<file path="src/rtl/sram_ctrl_pkg.sv">
// sram_ctrl_pkg: shared types and helpers for the external-SRAM controller.
// Contents: FSM state enum, beat-count helpers, data-slice index helper.
package sram_ctrl_pkg;

    typedef enum logic [1:0] {
        IDLE   = 2'd0,
        ACCESS = 2'd1,
        GAP    = 2'd2,
        DONE   = 2'd3
    } state_e;

    // Number of SRAM beats per core word.
    function automatic int unsigned calc_beats(input int unsigned bus_w, input int unsigned mem_w);
        return bus_w / mem_w;
    endfunction

    // Beat index width (log2 of the beat count).
    function automatic int unsigned calc_bb(input int unsigned beats);
        return $clog2(beats);
    endfunction

    // LSB of the data slice for a beat; beat 0 is the most-significant slice.
    function automatic int unsigned slice_lo(input int unsigned bus_w, input int unsigned mem_w,
                                             input int unsigned beat);
        return bus_w - (beat + 1) * mem_w;
    endfunction

endpackage

</file>
<file path="src/rtl/sram_ctrl_beat_timer.sv">
// sram_ctrl_beat_timer: per-beat wait-state down-counter.
// Ports: clk, rst (sync, active-high), load (restart at WAIT_CYC),
//        done_c (count has reached zero; last strobe cycle of the beat).
module sram_ctrl_beat_timer #(
    parameter int unsigned WAIT_CYC = 1
) (
    input  logic clk,
    input  logic rst,
    input  logic load,
    output logic done_c
);
    localparam int unsigned CW = 4;

    logic [CW-1:0] cnt_q, cnt_d;

    // Reload on beat start, otherwise count down and park at zero.
    always_comb begin
        cnt_d = cnt_q;
        if (load) begin
            cnt_d = CW'(WAIT_CYC);
        end else if (cnt_q != '0) begin
            cnt_d = cnt_q - CW'(1);
        end
    end

    always_ff @(posedge clk) begin
        if (rst) begin
            cnt_q <= '0;
        end else begin
            cnt_q <= cnt_d;
        end
    end

    assign done_c = (cnt_q == '0);

endmodule

</file>
<file path="src/rtl/sram_ctrl.sv">
// sram_ctrl: splits core word accesses into BUS_W/MEM_W SRAM beats.
// Core side : req_valid/req_ready handshake, req_we/addr/wdata/be, rsp_valid pulse + rsp_rdata.
// SRAM side : mem_cs, mem_re_n, mem_we_n, mem_be_n, mem_addr={addr,beat}, mem_wdata, mem_rdata.
// All mem_* and rsp_* outputs are registered and lag the FSM state by one cycle.
// Option: define SRAM_CTRL_BE_SKIP_EN to skip store beats whose byte enables are all zero.
module sram_ctrl
    import sram_ctrl_pkg::*;
#(
    parameter int unsigned BUS_W    = 32,
    parameter int unsigned MEM_W    = 16,
    parameter int unsigned ADDR_W   = 23,
    parameter int unsigned WAIT_CYC = 1
) (
    input  logic                     clk,
    input  logic                     rst,
    input  logic                     req_valid,
    output logic                     req_ready,
    input  logic                     req_we,
    input  logic [ADDR_W-1:0]        req_addr,
    input  logic [BUS_W-1:0]         req_wdata,
    input  logic [BUS_W/8-1:0]       req_be,
    output logic                     rsp_valid,
    output logic [BUS_W-1:0]         rsp_rdata,
    output logic                     mem_cs,
    output logic                     mem_re_n,
    output logic                     mem_we_n,
    output logic [MEM_W/8-1:0]       mem_be_n,
    output logic [ADDR_W+calc_bb(calc_beats(BUS_W, MEM_W))-1:0] mem_addr,
    output logic [MEM_W-1:0]         mem_wdata,
    input  logic [MEM_W-1:0]         mem_rdata
);
    localparam int unsigned BEATS = calc_beats(BUS_W, MEM_W);
    localparam int unsigned BB    = calc_bb(BEATS);
    localparam int unsigned BBW   = (BB == 0) ? 1 : BB;
    localparam int unsigned BEW   = BUS_W / 8;
    localparam int unsigned MBW   = MEM_W / 8;
    localparam int unsigned MAW   = ADDR_W + BB;

    state_e              state_q, state_d;
    logic                we_q, we_d;
    logic [ADDR_W-1:0]   addr_q, addr_d;
    logic [BUS_W-1:0]    wdata_q, wdata_d;
    logic [BEW-1:0]      be_q, be_d;
    logic [BBW-1:0]      beat_q, beat_d;
    logic                cap_q, cap_d;
    logic [BBW-1:0]      cap_beat_q, cap_beat_d;
    logic [BUS_W-1:0]    rbuf_q, rbuf_d;

    logic                rsp_valid_q, rsp_valid_d;
    logic [BUS_W-1:0]    rsp_rdata_q, rsp_rdata_d;
    logic                mem_cs_q, mem_cs_d;
    logic                mem_re_n_q, mem_re_n_d;
    logic                mem_we_n_q, mem_we_n_d;
    logic [MBW-1:0]      mem_be_n_q, mem_be_n_d;
    logic [MAW-1:0]      mem_addr_q, mem_addr_d;
    logic [MEM_W-1:0]    mem_wdata_q, mem_wdata_d;

    logic                tmr_load_c;
    logic                tmr_done_c;
    logic [BEATS-1:0]    en_req_c, en_cur_c;
    logic                first_found_c, next_found_c;
    logic [BBW-1:0]      first_beat_c, next_beat_c;
    logic [MEM_W-1:0]    wslice_c;
    logic [MBW-1:0]      bslice_c;
    logic [ADDR_W+BBW-1:0] addr_cat_c;

    sram_ctrl_beat_timer #(
        .WAIT_CYC (WAIT_CYC)
    ) u_timer (
        .clk    (clk),
        .rst    (rst),
        .load   (tmr_load_c),
        .done_c (tmr_done_c)
    );

    // Per-beat enables: with skipping, a store beat with no enabled bytes is dropped.
    always_comb begin
        en_req_c = '1;
        en_cur_c = '1;
`ifdef SRAM_CTRL_BE_SKIP_EN
        for (int unsigned b = 0; b < BEATS; b++) begin
            en_req_c[b] = !req_we || (|req_be[slice_lo(BUS_W, MEM_W, b)/8 +: MBW]);
            en_cur_c[b] = !we_q   || (|be_q[slice_lo(BUS_W, MEM_W, b)/8 +: MBW]);
        end
`endif
    end

    // First enabled beat of a new request, and next enabled beat after the current one.
    always_comb begin
        first_found_c = 1'b0;
        first_beat_c  = '0;
        next_found_c  = 1'b0;
        next_beat_c   = '0;
        for (int b = BEATS - 1; b >= 0; b--) begin
            if (en_req_c[b]) begin
                first_found_c = 1'b1;
                first_beat_c  = BBW'(b);
            end
            if (en_cur_c[b] && (BBW'(b) > beat_q)) begin
                next_found_c = 1'b1;
                next_beat_c  = BBW'(b);
            end
        end
    end

    // Current-beat write data / byte-enable slices and load-data assembly.
    always_comb begin
        wslice_c = '0;
        bslice_c = '0;
        rbuf_d   = rbuf_q;
        for (int unsigned b = 0; b < BEATS; b++) begin
            if (beat_q == BBW'(b)) begin
                wslice_c = wdata_q[slice_lo(BUS_W, MEM_W, b) +: MEM_W];
                bslice_c = be_q[slice_lo(BUS_W, MEM_W, b)/8 +: MBW];
            end
            // mem_rdata reflects last cycle's strobes, so capture one cycle after the beat ends.
            if (cap_q && (cap_beat_q == BBW'(b))) begin
                rbuf_d[slice_lo(BUS_W, MEM_W, b) +: MEM_W] = mem_rdata;
            end
        end
    end

    // Next-state logic.
    always_comb begin
        state_d    = state_q;
        we_d       = we_q;
        addr_d     = addr_q;
        wdata_d    = wdata_q;
        be_d       = be_q;
        beat_d     = beat_q;
        tmr_load_c = 1'b0;
        cap_d      = 1'b0;
        cap_beat_d = beat_q;
        case (state_q)
            IDLE: begin
                if (req_valid) begin
                    we_d    = req_we;
                    addr_d  = req_addr;
                    wdata_d = req_wdata;
                    be_d    = req_be;
                    beat_d  = first_beat_c;
                    if (first_found_c) begin
                        tmr_load_c = 1'b1;
                        state_d    = ACCESS;
                    end else begin
                        state_d = DONE;
                    end
                end
            end
            ACCESS: begin
                if (tmr_done_c) begin
                    cap_d = !we_q;
                    if (next_found_c) begin
                        beat_d  = next_beat_c;
                        state_d = GAP;
                    end else begin
                        state_d = DONE;
                    end
                end
            end
            GAP: begin
                tmr_load_c = 1'b1;
                state_d    = ACCESS;
            end
            DONE: begin
                state_d = IDLE;
            end
            default: begin
                state_d = IDLE;
            end
        endcase
    end

    assign addr_cat_c = {addr_q, beat_q};

    // Registered outputs; address/data/be only update in ACCESS so they hold through GAP and IDLE.
    always_comb begin
        rsp_valid_d = (state_q == DONE);
        rsp_rdata_d = rsp_rdata_q;
        if (state_q == DONE) begin
            rsp_rdata_d = we_q ? '0 : rbuf_d;
        end
        mem_cs_d    = (state_q == ACCESS) || (state_q == GAP);
        mem_re_n_d  = !((state_q == ACCESS) && !we_q);
        mem_we_n_d  = !((state_q == ACCESS) && we_q);
        mem_addr_d  = mem_addr_q;
        mem_be_n_d  = mem_be_n_q;
        mem_wdata_d = mem_wdata_q;
        if (state_q == ACCESS) begin
            mem_addr_d = MAW'(addr_cat_c >> (BBW - BB));
            mem_be_n_d = we_q ? ~bslice_c : '0;
            if (we_q) begin
                mem_wdata_d = wslice_c;
            end
        end
    end

    always_ff @(posedge clk) begin
        if (rst) begin
            state_q     <= IDLE;
            we_q        <= 1'b0;
            addr_q      <= '0;
            wdata_q     <= '0;
            be_q        <= '0;
            beat_q      <= '0;
            cap_q       <= 1'b0;
            cap_beat_q  <= '0;
            rbuf_q      <= '0;
            rsp_valid_q <= 1'b0;
            rsp_rdata_q <= '0;
            mem_cs_q    <= 1'b0;
            mem_re_n_q  <= 1'b1;
            mem_we_n_q  <= 1'b1;
            mem_be_n_q  <= '1;
            mem_addr_q  <= '0;
            mem_wdata_q <= '0;
        end else begin
            state_q     <= state_d;
            we_q        <= we_d;
            addr_q      <= addr_d;
            wdata_q     <= wdata_d;
            be_q        <= be_d;
            beat_q      <= beat_d;
            cap_q       <= cap_d;
            cap_beat_q  <= cap_beat_d;
            rbuf_q      <= rbuf_d;
            rsp_valid_q <= rsp_valid_d;
            rsp_rdata_q <= rsp_rdata_d;
            mem_cs_q    <= mem_cs_d;
            mem_re_n_q  <= mem_re_n_d;
            mem_we_n_q  <= mem_we_n_d;
            mem_be_n_q  <= mem_be_n_d;
            mem_addr_q  <= mem_addr_d;
            mem_wdata_q <= mem_wdata_d;
        end
    end

    assign req_ready = (state_q == IDLE) && !rst;
    assign rsp_valid = rsp_valid_q;
    assign rsp_rdata = rsp_rdata_q;
    assign mem_cs    = mem_cs_q;
    assign mem_re_n  = mem_re_n_q;
    assign mem_we_n  = mem_we_n_q;
    assign mem_be_n  = mem_be_n_q;
    assign mem_addr  = mem_addr_q;
    assign mem_wdata = mem_wdata_q;

endmodule
</file>
<file path="config.mk">
export PLATFORM = sky130hd
export DESIGN_NAME = sram_ctrl
export DESIGN_NICKNAME = d
export VERILOG_FILES = /design/src/rtl/sram_ctrl_pkg.sv /design/src/rtl/sram_ctrl_beat_timer.sv /design/src/rtl/sram_ctrl.sv
export SDC_FILE = /design/constraint.sdc
export NUM_CORES = 1
export LEC_CHECK = 0
export CAP_MARGIN = 20
export CORE_ASPECT_RATIO = 0.9
export CORE_MARGIN = 10
export CORE_UTILIZATION = 30
export CTS_BUF_LIST = sky130_fd_sc_hd__clkbuf_4 sky130_fd_sc_hd__clkbuf_8
export CTS_CLUSTER_DIAMETER = 100
export DETAILED_ROUTE_END_ITERATION = 8
export GPL_ROUTABILITY_DRIVEN = 0
export GPL_TIMING_DRIVEN = 0
export PLACE_DENSITY = 0.52
export SYNTH_ARGS = -nofsm -noshare
export SYNTH_HDL_FRONTEND = slang
export SYNTH_SLANG_ARGS = --single-unit
</file>
<file path="constraint.sdc">
create_clock -name clk -period 1.7 [get_ports clk]
set_clock_uncertainty 0.2 [all_clocks]
set_input_delay 0.34 -clock clk [delete_from_list [all_inputs] [get_ports clk]]
set_output_delay 0.34 -clock clk [all_outputs]
set_load 0.01 [all_outputs]
</file>
---- Yosys cells after proc, flatten, opt, wreduce, memory -nomap -nowiden ----
Cells that the tools add are included.
cells by class
  multiplexer cells ....................... 21
  divide/modulo/power cells ............... 0
  bitwise operators ....................... 4
  multipliers ............................. 0
  magnitude comparators ................... 2
  shift operators ......................... 0
  equality and inequality tests ........... 6
  $add $sub $neg .......................... 1
  reductions and logical operators ........ 21
operator list
  kind                 number
  $mux 16              3
  $mux 32              1
  $mux 1               10
  $mux 2               4
  $pmux 2 s4           1
  $ne 2x2->1 const B   3
  $reduce_and 2->1     3
  $logic_and 1x1->1    5
  $eq 2x2->1 const B   2
  $logic_not 1->1      4
  $logic_not 4->1      1
  $pmux 1 s2           2
  $reduce_and 4->1     1
  $reduce_bool 2->1    2
  $reduce_bool 4->1    1
  $sub 4x1->4 const B  1
  $not 1->1            3
  $reduce_or 3->1      1
  $eq 2x1->1 const B   1
  $gt 1x1->1 const A   2
  $logic_not 2->1      1
  $not 2->2            1
  $reduce_or 2->1      1
  $logic_or 1x1->1     1
storage, ports and cells
  register bits ........................... 179
  memory bits (writable) .................. 0
  memories kept ........................... 0
  bits of input ports ..................... 79
  bits in latches ......................... 0
  bits in read-only memories .............. 0
  output and inout bits ................... 79

---- Depth between registers and ports, before layout ----
Gate-level depths: netlist of run 1.
  depth after elaboration ................. 6
  gate-level depth with buffers ........... 7

---- Cells and area by module ----
A second synthesis of run 1 with hierarchy kept.
unflattened totals
  cell total of the unflattened synthesis .. 690
  area total of the unflattened synthesis .. 6487.5 um^2
modules (own cells, without submodules)
  module                area an instance (um^2)  instances  cells each
  sram_ctrl             6284.8                   1          670
  sram_ctrl_beat_timer  202.7                    1          20

---- Least setup slack after synthesis of run 1 ----
No wires, ideal clock.
  path type ............................... reg2reg
  start ................................... register state_q[0]
  end ..................................... register u_timer.cnt_q[2]
  path slack .............................. -19 ps
  stages on the path, launching flop included .. 7
  library setup time ...................... 64 ps
  buffers on the path ..................... 1
  period minus slack after synthesis ...... 1719 ps
  data arrival time ....................... 1454 ps
  cells stage by stage .................... dfxtp_1 -> inv_1 -> ha_1 -> and2_1 -> clkbuf_1 -> or4_1 -> nor2_1
between the ends
  longest elaborated chain between the ends .. 3
ends and longest elaborated chain
  element                                        RTL line                    text
  start: declaration                             sram_ctrl.sv:39             state_e state_q, state_d;
  start signal: assignment                       sram_ctrl.sv:218            state_q <= state_d;
  $eq 2x2->1 or $logic_not 2->1 (tied branches)  sram_ctrl.sv:134            case (state_q)
  $pmux 1 s2 *                                   sram_ctrl.sv:134
  $reduce_or 2->1 (no source line) *             --
  end signal: assignment                         sram_ctrl_beat_timer.sv:30  cnt_q <= cnt_d;
  end: declaration                               sram_ctrl_beat_timer.sv:14  logic [CW-1:0] cnt_q, cnt_d;
Every way passes the cells marked *; elsewhere a longest branch is shown, timed or not.
A chain may end at the register's enable or synchronous reset.

---- Final worst setup path of run 1 ----
  start ................................... register state_q[1]
  end ..................................... output req_ready
between the ends
  longest elaborated chain between the ends .. 2
ends and longest elaborated chain
  element            RTL line          text
  $logic_not 2->1    sram_ctrl.sv:238  assign req_ready = (state_q == IDLE) && !rst;
  $logic_and 1x1->1  sram_ctrl.sv:238
  end: declaration   sram_ctrl.sv:17   output logic req_ready,
Every way passes these cells.

==> results of run 1 <==
## power by group through the flow
| stage | Combinational, mW | Clock (mW) | Sequential, mW |
|---|---|---|---|
| 2_1_floorplan | 1.80 | 0 | 5.09 |
| 3_3_place_gp | 2.95 | 0 | 5.08 |
| 3_5_place_dp | 2.95 | 0 | 5.09 |
| 4_1_cts | 3.01 | 3.08 | 5.00 |
| 5_1_grt | 3.66 | 3.23 | 5.07 |
| 6_report | 3.31 | 2.99 | 5.01 |
## critical path, stage by stage, from the launching register on
cell and delay [ns]:
dfxtp_4 0.37, inv_4 0.07, ha_4 0.13, nor2b_4 0.16
buf_6 0.11
## sequential cells by signal (all words and copies together) (netlist names), 2 cells and up
register / cells
rsp_rdata: 32
addr_q: 23
state_q: 2
wdata_q: 32
mem_be_n: 2
u_timer.cnt_q: 4
mem_addr: 24
rbuf_q: 32
mem_wdata: 16
be_q: 4
## area by class of cell
cell class / instances / area, um2 / area share
diodes: 1 / 2.50 / 0.000274
plain buffers: 50 / 363 / 0.0398
clock buffers: 17 / 234 / 0.0257
clock inverters: 15 / 185 / 0.0203
inverters: 6 / 31.3 / 0.00343
multi-input cells: 439 / 2770 / 0.304
flip-flops and latches: 179 / 3600 / 0.394
well taps: 291 / 364 / 0.0399
repair buffers: 168 / 1570 / 0.172
## through the flow
stage | TNS (ns) | hold slack [ns]
floorplan | 0 | 0.236
global placement | -72.13 | 0.242
global route | -1.38 | 0.133
CTS | -0.232 | 0.164
finish | -0.205 | 0.0969
detailed placement | -75.03 | 0.246
## metal layers
metal,global-route usage,up-vias,share of wire
met5,0,-,0.0021
met4,0.0362,6,0.014
met3,0.0585,21,0.075
met2,0.203,117,0.44
met1,0.174,2396,0.47
li1,-,2635,-
## cells in the mapped netlist
| cell type | instances |
|---|---|
| a211oi_1 | 16 |
| a21boi_1 | 1 |
| a21oi_1 | 64 |
| a221o_1 | 2 |
| a22o_1 | 32 |
| and2_1 | 3 |
| buf_2 | 33 |
| buf_4 | 3 |
| buf_6 | 1 |
| clkbuf_1 | 14 |
| dfxtp_1 | 179 |
| ha_1 | 7 |
| inv_1 | 6 |
| mux2i_1 | 73 |
| nand2_1 | 126 |
| nand2b_1 | 50 |
| nor2_1 | 44 |
| nor2b_1 | 5 |
| nor2b_2 | 1 |
| nor3_1 | 2 |
| nor3b_2 | 1 |
| o2111a_1 | 1 |
| o2111ai_1 | 2 |
| o211a_1 | 1 |
| o31ai_1 | 1 |
| or2_2 | 1 |
| or3_1 | 1 |
| or3b_1 | 1 |
| or4_1 | 1 |
| xnor2_1 | 3 |
## kinds of logic (layout without fill, tap and decap cells)
group	after synthesis	in the layout
AO/OA/AOI/OAI	120	120
adder cells (fa/ha/maj)	7	7
flip-flops	179	179
multiplexers	73	73
XOR/XNOR	3	3
other	0	1
buffers and inverters	57	256
AND/OR/NAND/NOR	236	236
## timing repair
item,4_1_cts,5_1_grt
hold buffers,0,0
cloned,0,0
setup endpoints to repair,200,147
pin swaps,0,3
gates resized for setup,129,112
setup buffers,2,9
## cell usage in the layout (no fill, tap or decap), types with 11 or more instances in the layout
cell type,netlist,final
nor2_1,44,41
clkbuf_2,0,11
buf_2,33,19
nand2b_1,50,50
clkdlybuf4s15_1,0,35
mux2i_1,73,73
dfxtp_1,179,172
nand2_1,126,125
a211oi_1,16,14
a22o_1,32,32
clkdlybuf4s50_1,0,77
clkbuf_8,0,17
dlygate4sd2_1,0,34
a21oi_1,64,58
buf_4,3,23
## worst paths after layout
path	from	end	slack, ns
min	rst	rbuf_q[30]$_SDFF_PP0_	0.1
max reg2reg	state_q[0]$_SDFFE_PP0P_	u_timer.cnt_q[3]$_SDFFE_PP0P_	-0.03
min reg2reg	wdata_q[17]$_SDFFE_PP0P_	wdata_q[17]$_SDFFE_PP0P_	0.26
max	state_q[1]$_SDFFE_PP0P_	req_ready	-0.16
==> out/qor.csv, run 1 <==
stage,metric,value,unit
run_status,outcome,"complete, but fails checks",
synth,synth_top_family_by_area,simple AND/OR/NAND/NOR gates,
finish,area_growth,39.1,%
global_route,grt_pass1_vias,5251,
die,core-area,0.0216,mm2
placement,dp_cells,1123,
synth,ys_types,30,
clock_network,clock-sinks,179,
timing,period_share,1.09,
timing,tightest_slew,0.482,ns
synth,ys_warn_count,0,
timing,hold_viol_final,0,
die,rows,51,
global_route,grt.overflow.total,0,
drt,wl_per_cell,16.6,um
pwr,p_leak,3.67,nW
synth,syn-num-nets,761,
drt,avgViaCountPerCell,4.44,
critical_path,crit_arrival,1.32,ns
min_path,hp-class,in2reg,
synth,ys_seq_elements,179,
run,cap_violations,0,
finish,nets,947,
clock_network,cts.root.buffer_cell,clkbuf_8,
die,dieWidth,176,um
timing,maxSlewHeadroom,0.679,
pwr,pwr-share-comb,0.293,
die,initial_utilization,0.304,
pwr,p_switching,3.88,mW
synth,netlist_area,0.00656,mm2
finish,design_area,0.00912,mm2
critical_path,crit_required,1.16,ns
global_route,grt_max_degree,21,
clock_network,clk_latency,0.46,ns
pwr,p_seq_frac,0.443,
finish,fin_util,0.423,
die,die_h,160,um
pwr,p_clk_frac,0.265,
run_status,violations,setup timing,
clock_network,cts_tree,done,
critical_path,critPathLaunchType,flip-flop,
synth,synth-simple-area-share,0.162,
pwr,swShare,0.343,
placement,detailed_place_hpwl,14200,um
synth,synth-xor-area-share,0.00401,
drt,drtIter0Drc,246,
global_route,grt_pass1_wl,29900,um
clock_network,h-tree-depth,4,
clock_network,cts_inserted_buffers,17,
timing,setup_viol,3,
critical_path,cp-end-kind,output port,
finish,instances_no_fill,1166,
pwr,peakVddDrop,0.000521,V
synth,yosys-mux-area-fraction,0.111,
synth,syn_area_per_cell,9.71,um2
finish,fillerInstances,2252,
synth,ys_seq_area_frac,0.546,
clock_network,clockBufferDepth,2,
finish,drive_above_1_share,0.150,
drt,wl,19400,um
die,ios,158,
critical_path,ff2ff_path_depth,6,
drt,antenna_left,0,
global_route,grt.total_usage,0.136,
pwr,power,11.3,mW
pwr,p_per_area,1240,mW/mm2
drt,drc_errors,0,
clock_network,path_clk_slew,0.10,ns
timing,rsz0062_at_grt,true,
placement,dp_slack,-0.921,ns
pwr,p_int,7.43,mW
synth,yosys.area.top_type_share,0.546,
timing,slew_violations,0,
synth,synthAdderAreaFrac,0.0134,
timing,fin_ws,-0.155,ns
timing,fmax,539,MHz
critical_path,critPathMaxFanout,4,
min_path,hold_depth,3,
placement,portBuffers,157,
global_route,antenna_found_initial,4,
drt,drtPass1Iterations,6,
synth,netlist.top_cell.by_area,dfxtp_1,
timing,min_period,1.86,ns
drt,vias,5175,
die,die-area,0.0282,mm2
synth,yosys-top-cells-area,"dfxtp_1, mux2i_1, nand2_1",
critical_path,critPathKind,reg2out,
placement,placed_cell_area,0.00849,mm2
synth,synth_compound_area_frac,0.121,
synth,synthCells,675,
(Power assumes the default switching activity.)
==> run 2: changes to the inputs <==
--- a/config.mk
+++ b/config.mk
@@ -5,6 +5,7 @@
 export SDC_FILE = /design/constraint.sdc
 export NUM_CORES = 1
 export LEC_CHECK = 0
+export ABC_CLOCK_PERIOD_IN_PS = 1700
 export CAP_MARGIN = 20
 export CORE_ASPECT_RATIO = 0.9
 export CORE_MARGIN = 10
@@ -12,9 +13,10 @@
 export CTS_BUF_LIST = sky130_fd_sc_hd__clkbuf_4 sky130_fd_sc_hd__clkbuf_8
 export CTS_CLUSTER_DIAMETER = 100
 export DETAILED_ROUTE_END_ITERATION = 8
+export DONT_BUFFER_PORTS = 1
 export GPL_ROUTABILITY_DRIVEN = 0
 export GPL_TIMING_DRIVEN = 0
-export PLACE_DENSITY = 0.52
+export PLACE_DENSITY = 0.42
 export SYNTH_ARGS = -nofsm -noshare
 export SYNTH_HDL_FRONTEND = slang
 export SYNTH_SLANG_ARGS = --single-unit
==> run 2 against run 1 <==
The flow still finishes with violations (setup timing). Sequential cell count unchanged. Critical path depth down 1. Sequential power up 3%. Hold slack worse by 0.062 ns. Clock power down 2%. Sequential share of layout area up 3.7 points. Global-route usage down 0.080 points. Combinational power down 14%. Utilization down 3.7 points. Power down 3.2%. Count of clock-buffer cells in the layout unchanged.
==> out/qor.csv, run 2 (synthesis results as in run 1) <==
stage,metric,value,unit
global_route,grt_pass1_wl,29600,um
critical_path,r2r-end,rsp_rdata[25]$_SDFFE_PP0P_,
finish,final_common_cell,dfxtp_1,
clock_network,cts_tree,done,
timing,fmax,573,MHz
die,die-area,0.0282,mm2
critical_path,critical_path.max_stage_delay,0.38,ns
timing,rsz0062_at_grt,true,
critical_path,ff2ff_path_depth,5,
timing,period_share,1.03,
critical_path,critPathMaxFanout,4,
pwr,peakVddDrop,0.000506,V
timing,tns,-0.0458,ns
critical_path,cp_slowest_cell,dfxtp_4,
drt,wl,19300,um
drt,wl_per_cell,17.8,um
critical_path,critPathLaunchType,flip-flop,
timing,setup_viol,1,
die,die_h,160,um
global_route,grt.total_usage,0.135,
die,initial_utilization,0.304,
global_route,antenna_found_initial,0,
clock_network,clk_latency,0.46,ns
min_path,hold_depth,3,
die,core-area,0.0216,mm2
timing,fin_ws,-0.0458,ns
timing,hold_viol_final,0,
finish,final_cell_mix,"dfxtp_1, nand2_1, dlygate4sd3_1",
pwr,p_leak,3.19,nW
die,dieWidth,176,um
clock_network,h-tree-depth,4,
clock_network,cts.root.buffer_cell,clkbuf_8,
min_path,hold_start,rst,
run,cap_violations,0,
timing,tightest_slew,0.635,ns
run_status,outcome,"complete, but fails checks",
die,ios,158,
global_route,grt_max_degree,19,
critical_path,cp-end-kind,output port,
critical_path,r2r_start,state_q[0]$_SDFFE_PP0P_,
finish,drive_above_1_share,0.137,
global_route,grt_pass1_vias,5034,
clock_network,cts_inserted_buffers,17,
critical_path,r2r_slack,0.02,ns
drt,drtPass1Iterations,7,
pwr,p_per_area,1320,mW/mm2
drt,drtIter0Drc,200,
min_path,whs_endpoint,rbuf_q[26]$_SDFF_PP0_,
placement,detailed_place_hpwl,14100,um
finish,fillerInstances,2221,
critical_path,critPathKind,reg2out,
critical_path,crit_required,1.16,ns
timing,maxSlewHeadroom,0.577,
critical_path,crit_arrival,1.21,ns
run_status,violations,setup timing,
placement,dp_slack,-0.295,ns
finish,area_growth,26.8,%
clock_network,clockBufferDepth,2,
finish,antennaDiodeCount,0,
min_path,hp-class,in2reg,
drt,antenna_left,0,
finish,fin_util,0.386,
critical_path,cp_cell_sequence,inv_4 > ha_4 > nor2b_4,
finish,nets,869,
finish,seq_area,0.00359,mm2
finish,multiInputGateArea,0.00275,mm2
clock_network,clock-sinks,179,
timing,slew_violations,0,
clock_network,path_clk_slew,0.10,ns
die,rows,51,
placement,portBuffers,0,
timing,min_period,1.75,ns
drt,avgViaCountPerCell,4.59,
global_route,grt.overflow.total,0,
pwr,power,10.9,mW
drt,drc_errors,0,
drt,vias,4991,
run 2: changes by cell type in the layout (fill, tap and decap cells not counted), moves of 6 or more:
cell             delta
dlygate4sd2_1      -34
clkbuf_2            -8
a21oi_1             +6
dlygate4sd3_1      +79
clkinv_8            -6
clkdlybuf4s50_1    -77
clkdlybuf4s15_1    -35
a21oi_2             -6
buf_2               +8
run 2: worst max-delay path by stage:
stage / start / end / slack (ns) / cells after the start
after floorplan: state_q[0]$_SDFFE_PP0P_ / u_timer.cnt_q[2]$_SDFFE_PP0P_ / 0.03 / 6
after global placement: state_q[1]$_SDFFE_PP0P_ / addr_q[22]$_SDFFE_PP0P_ / -0.26 / 7
after detailed placement: state_q[1]$_SDFFE_PP0P_ / wdata_q[15]$_SDFFE_PP0P_ / -0.30 / 7
after CTS: state_q[1]$_SDFFE_PP0P_ / req_ready / -0.10 / 3
after global routing: state_q[1]$_SDFFE_PP0P_ / req_ready / -0.12 / 3
final: state_q[0]$_SDFFE_PP0P_ / req_ready / -0.05 / 3
run 2: critical path: cells and delay by family, from the launching register on:
family	cells	cell delay, ns
adder cells (fa/ha/maj)	1	0.13
buffers and inverters	1	0.06
flip-flops	1	0.38
AND/OR/NAND/NOR	1	0.18
run 2: timing repair:
item	in CTS	in global routing
setup endpoints to repair	131	117
setup buffers	4	7
gates resized for setup	35	20
hold buffers	79	1
pin swaps	1	0
hold endpoints to repair	95	2
run 2: final cells by class:
class                   count  area share
plain buffers              50      0.0381
clock buffers              17      0.0281
clock inverters            15      0.0187
inverters                   6     0.00376
multi-input cells         439       0.331
flip-flops and latches    179       0.432
well taps                 291      0.0438
repair buffers             90       0.105
run 2: per-layer routing:
metal | wire [um] | track usage | vias up | part of all wire
li1 | - | - | 2482 | -
met1 | 8680 | 0.168 | 2377 | 0.45
met2 | 9060 | 0.211 | 123 | 0.47
met3 | 1410 | 0.0535 | 9 | 0.073
met4 | 155 | 0.0370 | 0 | 0.0080
met5 | 0 | 0 | - | 0
run 2: power breakdown:
part	switching (mW)	leakage (nW)	internal, mW
clock network	1.72	0.199	1.23
logic	1.53	1.54	1.33
registers	0.421	1.46	4.72
total	3.67	3.19	7.28
run 2: metrics by stage:
stage                     area (um2)  hold slack, ns  cells
after floorplan                 6560           0.236    675
after global routing            8320         0.00858   1087
final                           8320          0.0348   1087
after detailed placement        6920           0.247    966
after global placement          6920           0.243    966
after CTS                       8220         0.00250   1080
